### src/rtl/iob_bus_bridge_pkg.sv
// Shared definitions for the VexRiscv-to-memory bus bridge: FSM state
// encodings, default widths and the command FIFO entry width.
package iob_bus_bridge_pkg;

    typedef enum logic {
        IDLE  = 1'b0,
        ISSUE = 1'b1
    } state_t;

    localparam int DEF_ADDR_W = 32;
    localparam int DEF_DATA_W = 32;

    // One queued command is {wr, addr, data, mask}.
    function automatic int entry_w(input int addr_w, input int data_w);
        return 1 + addr_w + data_w + data_w / 8;
    endfunction

endpackage

### src/rtl/iob_vexriscv_bus_bridge_if.sv
// Core command/response and memory-side signals of the bus bridge.
// slave = bridge view, master = core/memory environment view.
interface iob_vexriscv_bus_bridge_if #(
    parameter int ADDR_W = 32,
    parameter int DATA_W = 32
);
    logic                  cmd_valid;
    logic                  cmd_ready;
    logic                  cmd_wr;
    logic [ADDR_W-1:0]     cmd_addr;
    logic [DATA_W-1:0]     cmd_data;
    logic [DATA_W/8-1:0]   cmd_mask;

    logic                  rsp_valid;
    logic [DATA_W-1:0]     rsp_data;
    logic                  rsp_error;

    logic                  m_valid;
    logic [ADDR_W-1:0]     m_addr;
    logic [DATA_W-1:0]     m_wdata;
    logic [DATA_W/8-1:0]   m_wstrb;
    logic                  m_ready;
    logic [DATA_W-1:0]     m_rdata;

    modport slave (
        input  cmd_valid, cmd_wr, cmd_addr, cmd_data, cmd_mask, m_ready, m_rdata,
        output cmd_ready, rsp_valid, rsp_data, rsp_error,
        output m_valid, m_addr, m_wdata, m_wstrb
    );

    modport master (
        output cmd_valid, cmd_wr, cmd_addr, cmd_data, cmd_mask, m_ready, m_rdata,
        input  cmd_ready, rsp_valid, rsp_data, rsp_error,
        input  m_valid, m_addr, m_wdata, m_wstrb
    );
endinterface

### src/rtl/iob_bus_bridge_fifo.sv
// Command FIFO for the bus bridge. Pointers carry one extra wrap bit so
// full and empty are distinguishable; push is refused while full, pop
// is refused while empty. Storage is not reset, only the pointers.
module iob_bus_bridge_fifo #(
    parameter int WIDTH = 8,
    parameter int DEPTH = 4
) (
    input  logic             clk,
    input  logic             rst_n,
    input  logic             push,
    input  logic [WIDTH-1:0] push_data,
    input  logic             pop,
    output logic [WIDTH-1:0] pop_data,
    output logic             full,
    output logic             empty
);
    localparam int PTR_W = $clog2(DEPTH);

    logic [PTR_W:0]   wr_ptr;
    logic [PTR_W:0]   rd_ptr;
    logic [WIDTH-1:0] mem [DEPTH];
    logic             do_push;
    logic             do_pop;

    assign full     = (wr_ptr[PTR_W] != rd_ptr[PTR_W]) &&
                      (wr_ptr[PTR_W-1:0] == rd_ptr[PTR_W-1:0]);
    assign empty    = (wr_ptr == rd_ptr);
    assign do_push  = push && !full;
    assign do_pop   = pop && !empty;
    assign pop_data = mem[rd_ptr[PTR_W-1:0]];

    // Pointer advance; the index bits wrap naturally modulo DEPTH.
    always_ff @(posedge clk or negedge rst_n) begin
        if (!rst_n) begin
            wr_ptr <= '0;
            rd_ptr <= '0;
        end else begin
            if (do_push) wr_ptr <= wr_ptr + 1'b1;
            if (do_pop)  rd_ptr <= rd_ptr + 1'b1;
        end
    end

    // Entry storage.
    always_ff @(posedge clk) begin
        if (do_push) mem[wr_ptr[PTR_W-1:0]] <= push_data;
    end
endmodule

### src/rtl/iob_vexriscv_bus_bridge.sv
// VexRiscv core to simple memory bus bridge. Commands are queued in a
// FIFO and issued one at a time; read completions produce a one-cycle
// response. An incoming command that finds the bridge idle with an empty
// FIFO goes straight to the bus, giving a one-cycle accept-to-issue path.
// Optional feature macro: IOB_BUS_BRIDGE_TIMEOUT_EN (ISSUE timeout).
module iob_vexriscv_bus_bridge
    import iob_bus_bridge_pkg::*;
#(
    parameter int ADDR_W    = DEF_ADDR_W,
    parameter int DATA_W    = DEF_DATA_W,
    parameter int CMD_DEPTH = 4,
    parameter int TIMEOUT_W = 8
) (
    input  logic                     clk,
    input  logic                     rst_n,
    iob_vexriscv_bus_bridge_if.slave bus,
    output logic                     busy,
    output logic                     timeout_flag
);
    localparam int STRB_W  = DATA_W / 8;
    localparam int ENTRY_W = entry_w(ADDR_W, DATA_W);

    state_t              state;
    logic                fifo_full;
    logic                fifo_empty;
    logic                fifo_push;
    logic                fifo_pop;
    logic                accept;
    logic                bypass;
    logic                start;
    logic [ENTRY_W-1:0]  cmd_entry;
    logic [ENTRY_W-1:0]  fifo_head;
    logic [ENTRY_W-1:0]  next_entry;
    logic                nxt_wr;
    logic [ADDR_W-1:0]   nxt_addr;
    logic [DATA_W-1:0]   nxt_data;
    logic [STRB_W-1:0]   nxt_mask;

    // issue stage
    logic                wr_p1;
    logic [ADDR_W-1:0]   addr_p1;
    logic [DATA_W-1:0]   wdata_p1;
    logic [STRB_W-1:0]   wstrb_p1;

    // response stage
    logic                rsp_vld_p2;
    logic                rsp_err_p2;
    logic [DATA_W-1:0]   rsp_data_p2;

`ifdef IOB_BUS_BRIDGE_TIMEOUT_EN
    logic [TIMEOUT_W-1:0] to_cnt;
`endif

    assign accept     = bus.cmd_valid && !fifo_full;
    assign bypass     = accept && (state == IDLE) && fifo_empty;
    assign fifo_push  = accept && !bypass;
    assign fifo_pop   = (state == IDLE) && !fifo_empty;
    assign start      = fifo_pop || bypass;

    assign cmd_entry  = {bus.cmd_wr, bus.cmd_addr, bus.cmd_data, bus.cmd_mask};
    assign next_entry = fifo_empty ? cmd_entry : fifo_head;
    assign nxt_wr     = next_entry[ENTRY_W-1];
    assign nxt_addr   = next_entry[ENTRY_W-2 -: ADDR_W];
    assign nxt_data   = next_entry[STRB_W +: DATA_W];
    assign nxt_mask   = next_entry[STRB_W-1:0];

    iob_bus_bridge_fifo #(
        .WIDTH (ENTRY_W),
        .DEPTH (CMD_DEPTH)
    ) u_fifo (
        .clk       (clk),
        .rst_n     (rst_n),
        .push      (fifo_push),
        .push_data (cmd_entry),
        .pop       (fifo_pop),
        .pop_data  (fifo_head),
        .full      (fifo_full),
        .empty     (fifo_empty)
    );

    // Issue FSM: load the next command onto the bus, hold it until the
    // memory completes (or the timeout expires), register the read reply.
    always_ff @(posedge clk or negedge rst_n) begin
        if (!rst_n) begin
            state       <= IDLE;
            wr_p1       <= 1'b0;
            addr_p1     <= '0;
            wdata_p1    <= '0;
            wstrb_p1    <= '0;
            rsp_vld_p2  <= 1'b0;
            rsp_err_p2  <= 1'b0;
            rsp_data_p2 <= '0;
`ifdef IOB_BUS_BRIDGE_TIMEOUT_EN
            to_cnt       <= '0;
            timeout_flag <= 1'b0;
`endif
        end else begin
            rsp_vld_p2 <= 1'b0;
            case (state)
                IDLE: begin
                    if (start) begin
                        state    <= ISSUE;
                        wr_p1    <= nxt_wr;
                        addr_p1  <= nxt_addr;
                        wdata_p1 <= nxt_data;
                        wstrb_p1 <= nxt_wr ? nxt_mask : '0;
`ifdef IOB_BUS_BRIDGE_TIMEOUT_EN
                        to_cnt   <= TIMEOUT_W'(1);
`endif
                    end
                end
                ISSUE: begin
                    // m_ready wins over the timeout on the terminal-count cycle.
                    if (bus.m_ready) begin
                        state <= IDLE;
                        if (!wr_p1) begin
                            rsp_vld_p2  <= 1'b1;
                            rsp_err_p2  <= 1'b0;
                            rsp_data_p2 <= bus.m_rdata;
                        end
`ifdef IOB_BUS_BRIDGE_TIMEOUT_EN
                        to_cnt <= '0;
                    end else if (&to_cnt) begin
                        state        <= IDLE;
                        to_cnt       <= '0;
                        timeout_flag <= 1'b1;
                        if (!wr_p1) begin
                            rsp_vld_p2  <= 1'b1;
                            rsp_err_p2  <= 1'b1;
                            rsp_data_p2 <= '0;
                        end
                    end else begin
                        to_cnt <= to_cnt + 1'b1;
`endif
                    end
                end
                default: state <= IDLE;
            endcase
        end
    end

`ifndef IOB_BUS_BRIDGE_TIMEOUT_EN
    assign timeout_flag = 1'b0;
`endif

    assign bus.cmd_ready = !fifo_full;
    assign bus.m_valid   = (state == ISSUE);
    assign bus.m_addr    = addr_p1;
    assign bus.m_wdata   = wdata_p1;
    assign bus.m_wstrb   = wstrb_p1;
    assign bus.rsp_valid = rsp_vld_p2;
    assign bus.rsp_error = rsp_err_p2;
    assign bus.rsp_data  = rsp_data_p2;
    assign busy          = !fifo_empty || (state == ISSUE);
endmodule
### src/flat_wrapper.sv
// flat-port wrapper written by rule: the top's interface ports become plain ports
module iob_vexriscv_bus_bridge_flat import iob_bus_bridge_pkg::*;
#(
    parameter int ADDR_W    = DEF_ADDR_W,
    parameter int DATA_W    = DEF_DATA_W,
    parameter int CMD_DEPTH = 4,
    parameter int TIMEOUT_W = 8
)
  (clk, rst_n, busy, timeout_flag, bus_cmd_valid, bus_cmd_wr, bus_cmd_addr, bus_cmd_data, bus_cmd_mask, bus_m_ready, bus_m_rdata, bus_cmd_ready, bus_rsp_valid, bus_rsp_data, bus_rsp_error, bus_m_valid, bus_m_addr, bus_m_wdata, bus_m_wstrb);
  iob_vexriscv_bus_bridge_if #(.ADDR_W(ADDR_W), .DATA_W(DATA_W)) bus_i ();
  input  logic clk;
  input  logic rst_n;
  output logic busy;
  output logic timeout_flag;
  input wire logic [$bits(bus_i.cmd_valid)-1:0] bus_cmd_valid;
  input wire logic [$bits(bus_i.cmd_wr)-1:0] bus_cmd_wr;
  input wire logic [$bits(bus_i.cmd_addr)-1:0] bus_cmd_addr;
  input wire logic [$bits(bus_i.cmd_data)-1:0] bus_cmd_data;
  input wire logic [$bits(bus_i.cmd_mask)-1:0] bus_cmd_mask;
  input wire logic [$bits(bus_i.m_ready)-1:0] bus_m_ready;
  input wire logic [$bits(bus_i.m_rdata)-1:0] bus_m_rdata;
  output wire logic [$bits(bus_i.cmd_ready)-1:0] bus_cmd_ready;
  output wire logic [$bits(bus_i.rsp_valid)-1:0] bus_rsp_valid;
  output wire logic [$bits(bus_i.rsp_data)-1:0] bus_rsp_data;
  output wire logic [$bits(bus_i.rsp_error)-1:0] bus_rsp_error;
  output wire logic [$bits(bus_i.m_valid)-1:0] bus_m_valid;
  output wire logic [$bits(bus_i.m_addr)-1:0] bus_m_addr;
  output wire logic [$bits(bus_i.m_wdata)-1:0] bus_m_wdata;
  output wire logic [$bits(bus_i.m_wstrb)-1:0] bus_m_wstrb;
  assign bus_i.cmd_valid = bus_cmd_valid;
  assign bus_i.cmd_wr = bus_cmd_wr;
  assign bus_i.cmd_addr = bus_cmd_addr;
  assign bus_i.cmd_data = bus_cmd_data;
  assign bus_i.cmd_mask = bus_cmd_mask;
  assign bus_i.m_ready = bus_m_ready;
  assign bus_i.m_rdata = bus_m_rdata;
  assign bus_cmd_ready = bus_i.cmd_ready;
  assign bus_rsp_valid = bus_i.rsp_valid;
  assign bus_rsp_data = bus_i.rsp_data;
  assign bus_rsp_error = bus_i.rsp_error;
  assign bus_m_valid = bus_i.m_valid;
  assign bus_m_addr = bus_i.m_addr;
  assign bus_m_wdata = bus_i.m_wdata;
  assign bus_m_wstrb = bus_i.m_wstrb;
  iob_vexriscv_bus_bridge #(.ADDR_W(ADDR_W), .DATA_W(DATA_W), .CMD_DEPTH(CMD_DEPTH), .TIMEOUT_W(TIMEOUT_W)) u_core (.clk(clk), .rst_n(rst_n), .bus(bus_i), .busy(busy), .timeout_flag(timeout_flag));
endmodule
### config.mk
export PLATFORM = sky130hd
export DESIGN_NAME = iob_vexriscv_bus_bridge_flat
export DESIGN_NICKNAME = d
export VERILOG_FILES = /design/src/rtl/iob_bus_bridge_pkg.sv /design/src/rtl/iob_vexriscv_bus_bridge_if.sv /design/src/rtl/iob_bus_bridge_fifo.sv /design/src/rtl/iob_vexriscv_bus_bridge.sv /design/src/flat_wrapper.sv
export SDC_FILE = /design/constraint.sdc
export NUM_CORES = 1
export LEC_CHECK = 0
export ABC_AREA = 1
export ABC_CLOCK_PERIOD_IN_PS = 4300
export BUFFER_PORTS_ARGS = -buffer_cell sky130_fd_sc_hd__buf_2
export CORE_MARGIN = 2
export CORE_UTILIZATION = 52
export DETAILED_ROUTE_END_ITERATION = 6
export GPL_TIMING_DRIVEN = 1
export PLACE_DENSITY = 0.82
export RECOVER_POWER = 25
export REMOVE_ABC_BUFFERS = 1
export SLEW_MARGIN = 25
export SYNTH_ARGS = -nofsm -noshare
export SYNTH_HDL_FRONTEND = slang
export SYNTH_SLANG_ARGS = --single-unit
### constraint.sdc
create_clock -name clk -period 4.3 [get_ports clk]
set_clock_uncertainty 0.2 [all_clocks]
set_input_delay 0.86 -clock clk [delete_from_list [all_inputs] [get_ports clk]]
set_output_delay 0.86 -clock clk [all_outputs]
set_load 0.05 [all_outputs]
==> impl_metrics.json <==
{
  "seq_area_um2": 11020,
  "syn_area_per_cell_um2": 10.54,
  "slew_viol_final": 0,
  "hold_buffers": 0,
  "fmax_mhz": 273.6,
  "period_share_pct": 85.00,
  "yosys_warnings": 0,
  "multi_input_area_um2": 4245,
  "die_h_um": 177.9,
  "cap_violations": 0,
  "io_buffers": 208,
  "grt_max_degree": 95,
  "seq_area_frac_synth_pct": 70.02,
  "reg2regPathDepth": 11,
  "required_ns": 4.54,
  "htreeDepth": 2,
  "grt_pass1_vias": 11420,
  "overflow": 0,
  "drcViolationCount": 0,
  "fin_nets": 1776,
  "setup_viol": 0,
  "p_leak_nw": 8.002,
  "crit_family": "buffers and inverters",
  "die_x_um": 177.9,
  "slew_headroom_pct": 31.03,
  "core_area_um2": 29720,
  "synth_compound_area_share_pct": 0.09544,
  "grt_pass1_wl_um": 60490,
  "drtAntennaViolNets": 0,
  "clock_path_buffers": 3,
  "dr.pass1.iters": 6,
  "clock_latency_ns": 0.51,
  "start_util_pct": 52.94,
  "wire_per_inst_um": 18.82,
  "num_io_pins": 211,
  "worst-endpoint-arrival_ns": 3.90,
  "rsz0062_at_grt": "false",
  "worstReg2RegEnd": "u_core.bus.m_wdata[30]$_DFFE_PN0P_",
  "routed_wl_um": 39290,
  "core.rowCount": 63,
  "max_stage_delay_ns": 0.66,
  "fillers": 2260,
  "clock_sinks": 385,
  "p_int_mw": 9.004,
  "outcome": "finished clean",
  "synth.area.mux_share_pct": 0,
  "r2r_setup_slack_ns": 0.64,
  "vias": 11740,
  "place.gp.congestion": 0.7638,
  "antenna_found_initial": 5,
  "cp_cell_sequence": "inv_2, nand2_1, nand2_4, buf_4, nand3_4, nand2_2, nand2_4, inv_2, buf_12, nand2_1, nand2_1",
  "power_density_nw_per_um2": 890.8,
  "post-dp-hpwl_um": 21680,
  "cp-end-kind": "flop",
  "cts_resized": 0,
  "comb_power_share_pct": 44.0,
  "synth-xor-area-share_pct": 0.1113,
  "whs_ns": 0.1694,
  "yosys.area_share.simple_pct": 25.98,
  "synth-adder-area-share_pct": 0.3976,
  "cts_setup_buffers": 0,
  "drt_iter0_drc": 1278,
  "cp_common_cell": "nand2_1",
  "cts-root-buf": "clkbuf_16",
  "cp_slowest_cell": "buf_4",
  "hold_violations": 0,
  "cts.clk_slew.worst_paths_ns": 0.06,
  "switching_share_pct": 45.02,
  "ys_ff_latch": 385,
  "dieArea_um2": 31660,
  "synthCells": 1493,
  "critPathKind": "reg2reg",
  "cts_buffers": 38,
  "min_period_ns": 3.655,
  "cts_tree": "done",
  "p_clk_share_pct": 21.8,
  "critPathLaunchType": "flop",
  "fin_tns_setup_ns": 0,
  "fin_util_pct": 61.87,
  "ir_drop_mv": 0.5601,
  "synth_top_family_by_area": "simple AND/OR/NAND/NOR gates",
  "reg2reg_from": "u_core.u_fifo.rd_ptr[1]$_DFFE_PN0P_",
  "via_per_inst": 5.621,
  "syn_area_um2": 15730,
  "netSwitchingPower_mw": 7.373,
  "grt_usage_pct": 24.53,
  "worst_pin_slew_ns": 1.035,
  "synth_cell_types": 21,
  "hold_path_class": "in2async",
  "crit_fanout": 70,
  "seqPwrFrac_pct": 34.2,
  "critical_path_buf_inv_count": 4,
  "syn_to_final_growth_pct": 16.86,
  "final_layout_size_suffix_gt1_share_pct": 14.40
}
## kinds of logic (layout without fill, tap and decap cells)
kind of cell	after synthesis	after routing
buffers and inverters	131	331
AOI/OAI and AO/OA	3	3
other	1	6
adders and majority gates	5	5
xor gates and xnor gates	2	2
and+or+nand+nor	966	966
DFF	385	385
## cells in the mapped netlist (all sizes together)
master / n / area (um2)
nand2: 679 / 2564
edfxtp: 276 / 8288
nand3: 213 / 1071
dfrtp: 109 / 2728
nand4: 70 / 437.9
clkbuf: 66 / 247.7
inv: 36 / 135.1
buf: 29 / 147.6
ha: 5 / 62.56
nor2: 4 / 15.01
o21ai: 3 / 15.01
xor2: 2 / 17.52
conb: 1 / 3.750
## layer usage
metal	vias up	track usage, %	routed length (um)
met5	-	0	23
met2	568	41.46	19580
met3	70	4.327	3257
met1	5696	32.28	15630
met4	4	8.094	799
li1	5398	-	-
## metrics by stage
stage | setup WS, ns | std cells | cell area [um2] | total power, mW
3_3_place_gp | 0.8563 | 2016 | 17090 | 12.62
6_report | 0.6448 | 2088 | 18390 | 16.38
5_1_grt | 0.4540 | 2085 | 18380 | 17.30
4_1_cts | 0.7381 | 2084 | 18450 | 16.40
3_5_place_dp | 0.7499 | 2016 | 17090 | 12.81
2_1_floorplan | -5.167 | 1399 | 15340 | 10.62
## sequential cells by signal, indices dropped and copies added, names as in the netlist
signal / flops
u_core.u_fifo.rd_ptr: 3
u_core.u_fifo.mem: 276
u_core.bus.m_addr: 32
u_core.bus.rsp_data: 32
u_core.bus.m_wstrb: 4
u_core.bus.m_wdata: 32
u_core.bus.rsp_valid: 1
u_core.u_fifo.wr_ptr: 3
u_core.wr_p1: 1
u_core.bus.m_valid: 1
## cell usage in the layout, fill, tap and decap left out, drive strengths merged
cell,instances
nand2,679
edfxtp,276
nand3,213
buf,167
dfrtp,109
clkbuf,105
nand4,70
inv,37
clkinv,10
bufinv,8
ha,5
diode,4
nor2,4
clkinvlp,4
o21ai,3
xor2,2
conb,2
## final cells by class
class,count,share of cell area [%]
diodes,4,0.05444
clock buffers,45,5.594
clock inverters,23,1.769
inverters,36,0.7486
multi-input cells,978,23.09
flip-flops and latches,385,59.96
well taps,390,2.654
repair buffers,227,6.132
## power groups by stage
stage                     clock, mW  combinational (mW)  sequential (mW)
after floorplan                   0                3.24             7.38
after detailed placement          0                7.17             5.64
after CTS                      3.60                7.21             5.59
final                          3.57                7.21             5.60
after global placement            0                7.00             5.61
after global routing           3.76                7.85             5.69
## worst max-delay path by stage
stage          slack [ns]                                 end                                 from  depth (start not counted)
6_report             0.64  u_core.bus.m_wdata[30]$_DFFE_PN0P_  u_core.u_fifo.rd_ptr[1]$_DFFE_PN0P_                         11
5_1_grt              0.45   u_core.bus.m_addr[13]$_DFFE_PN0P_  u_core.u_fifo.rd_ptr[1]$_DFFE_PN0P_                         11
4_1_cts              0.74   u_core.bus.m_addr[29]$_DFFE_PN0P_  u_core.u_fifo.rd_ptr[1]$_DFFE_PN0P_                         11
3_5_place_dp         0.75  u_core.bus.m_wdata[30]$_DFFE_PN0P_  u_core.u_fifo.rd_ptr[1]$_DFFE_PN0P_                         11
3_3_place_gp         0.86   u_core.bus.m_addr[10]$_DFFE_PN0P_  u_core.u_fifo.rd_ptr[1]$_DFFE_PN0P_                         11
2_1_floorplan       -5.17   u_core.u_fifo.mem[0][0]$_DFFE_PP_  u_core.u_fifo.rd_ptr[0]$_DFFE_PN0P_                          6
(Power assumes the default switching activity.)
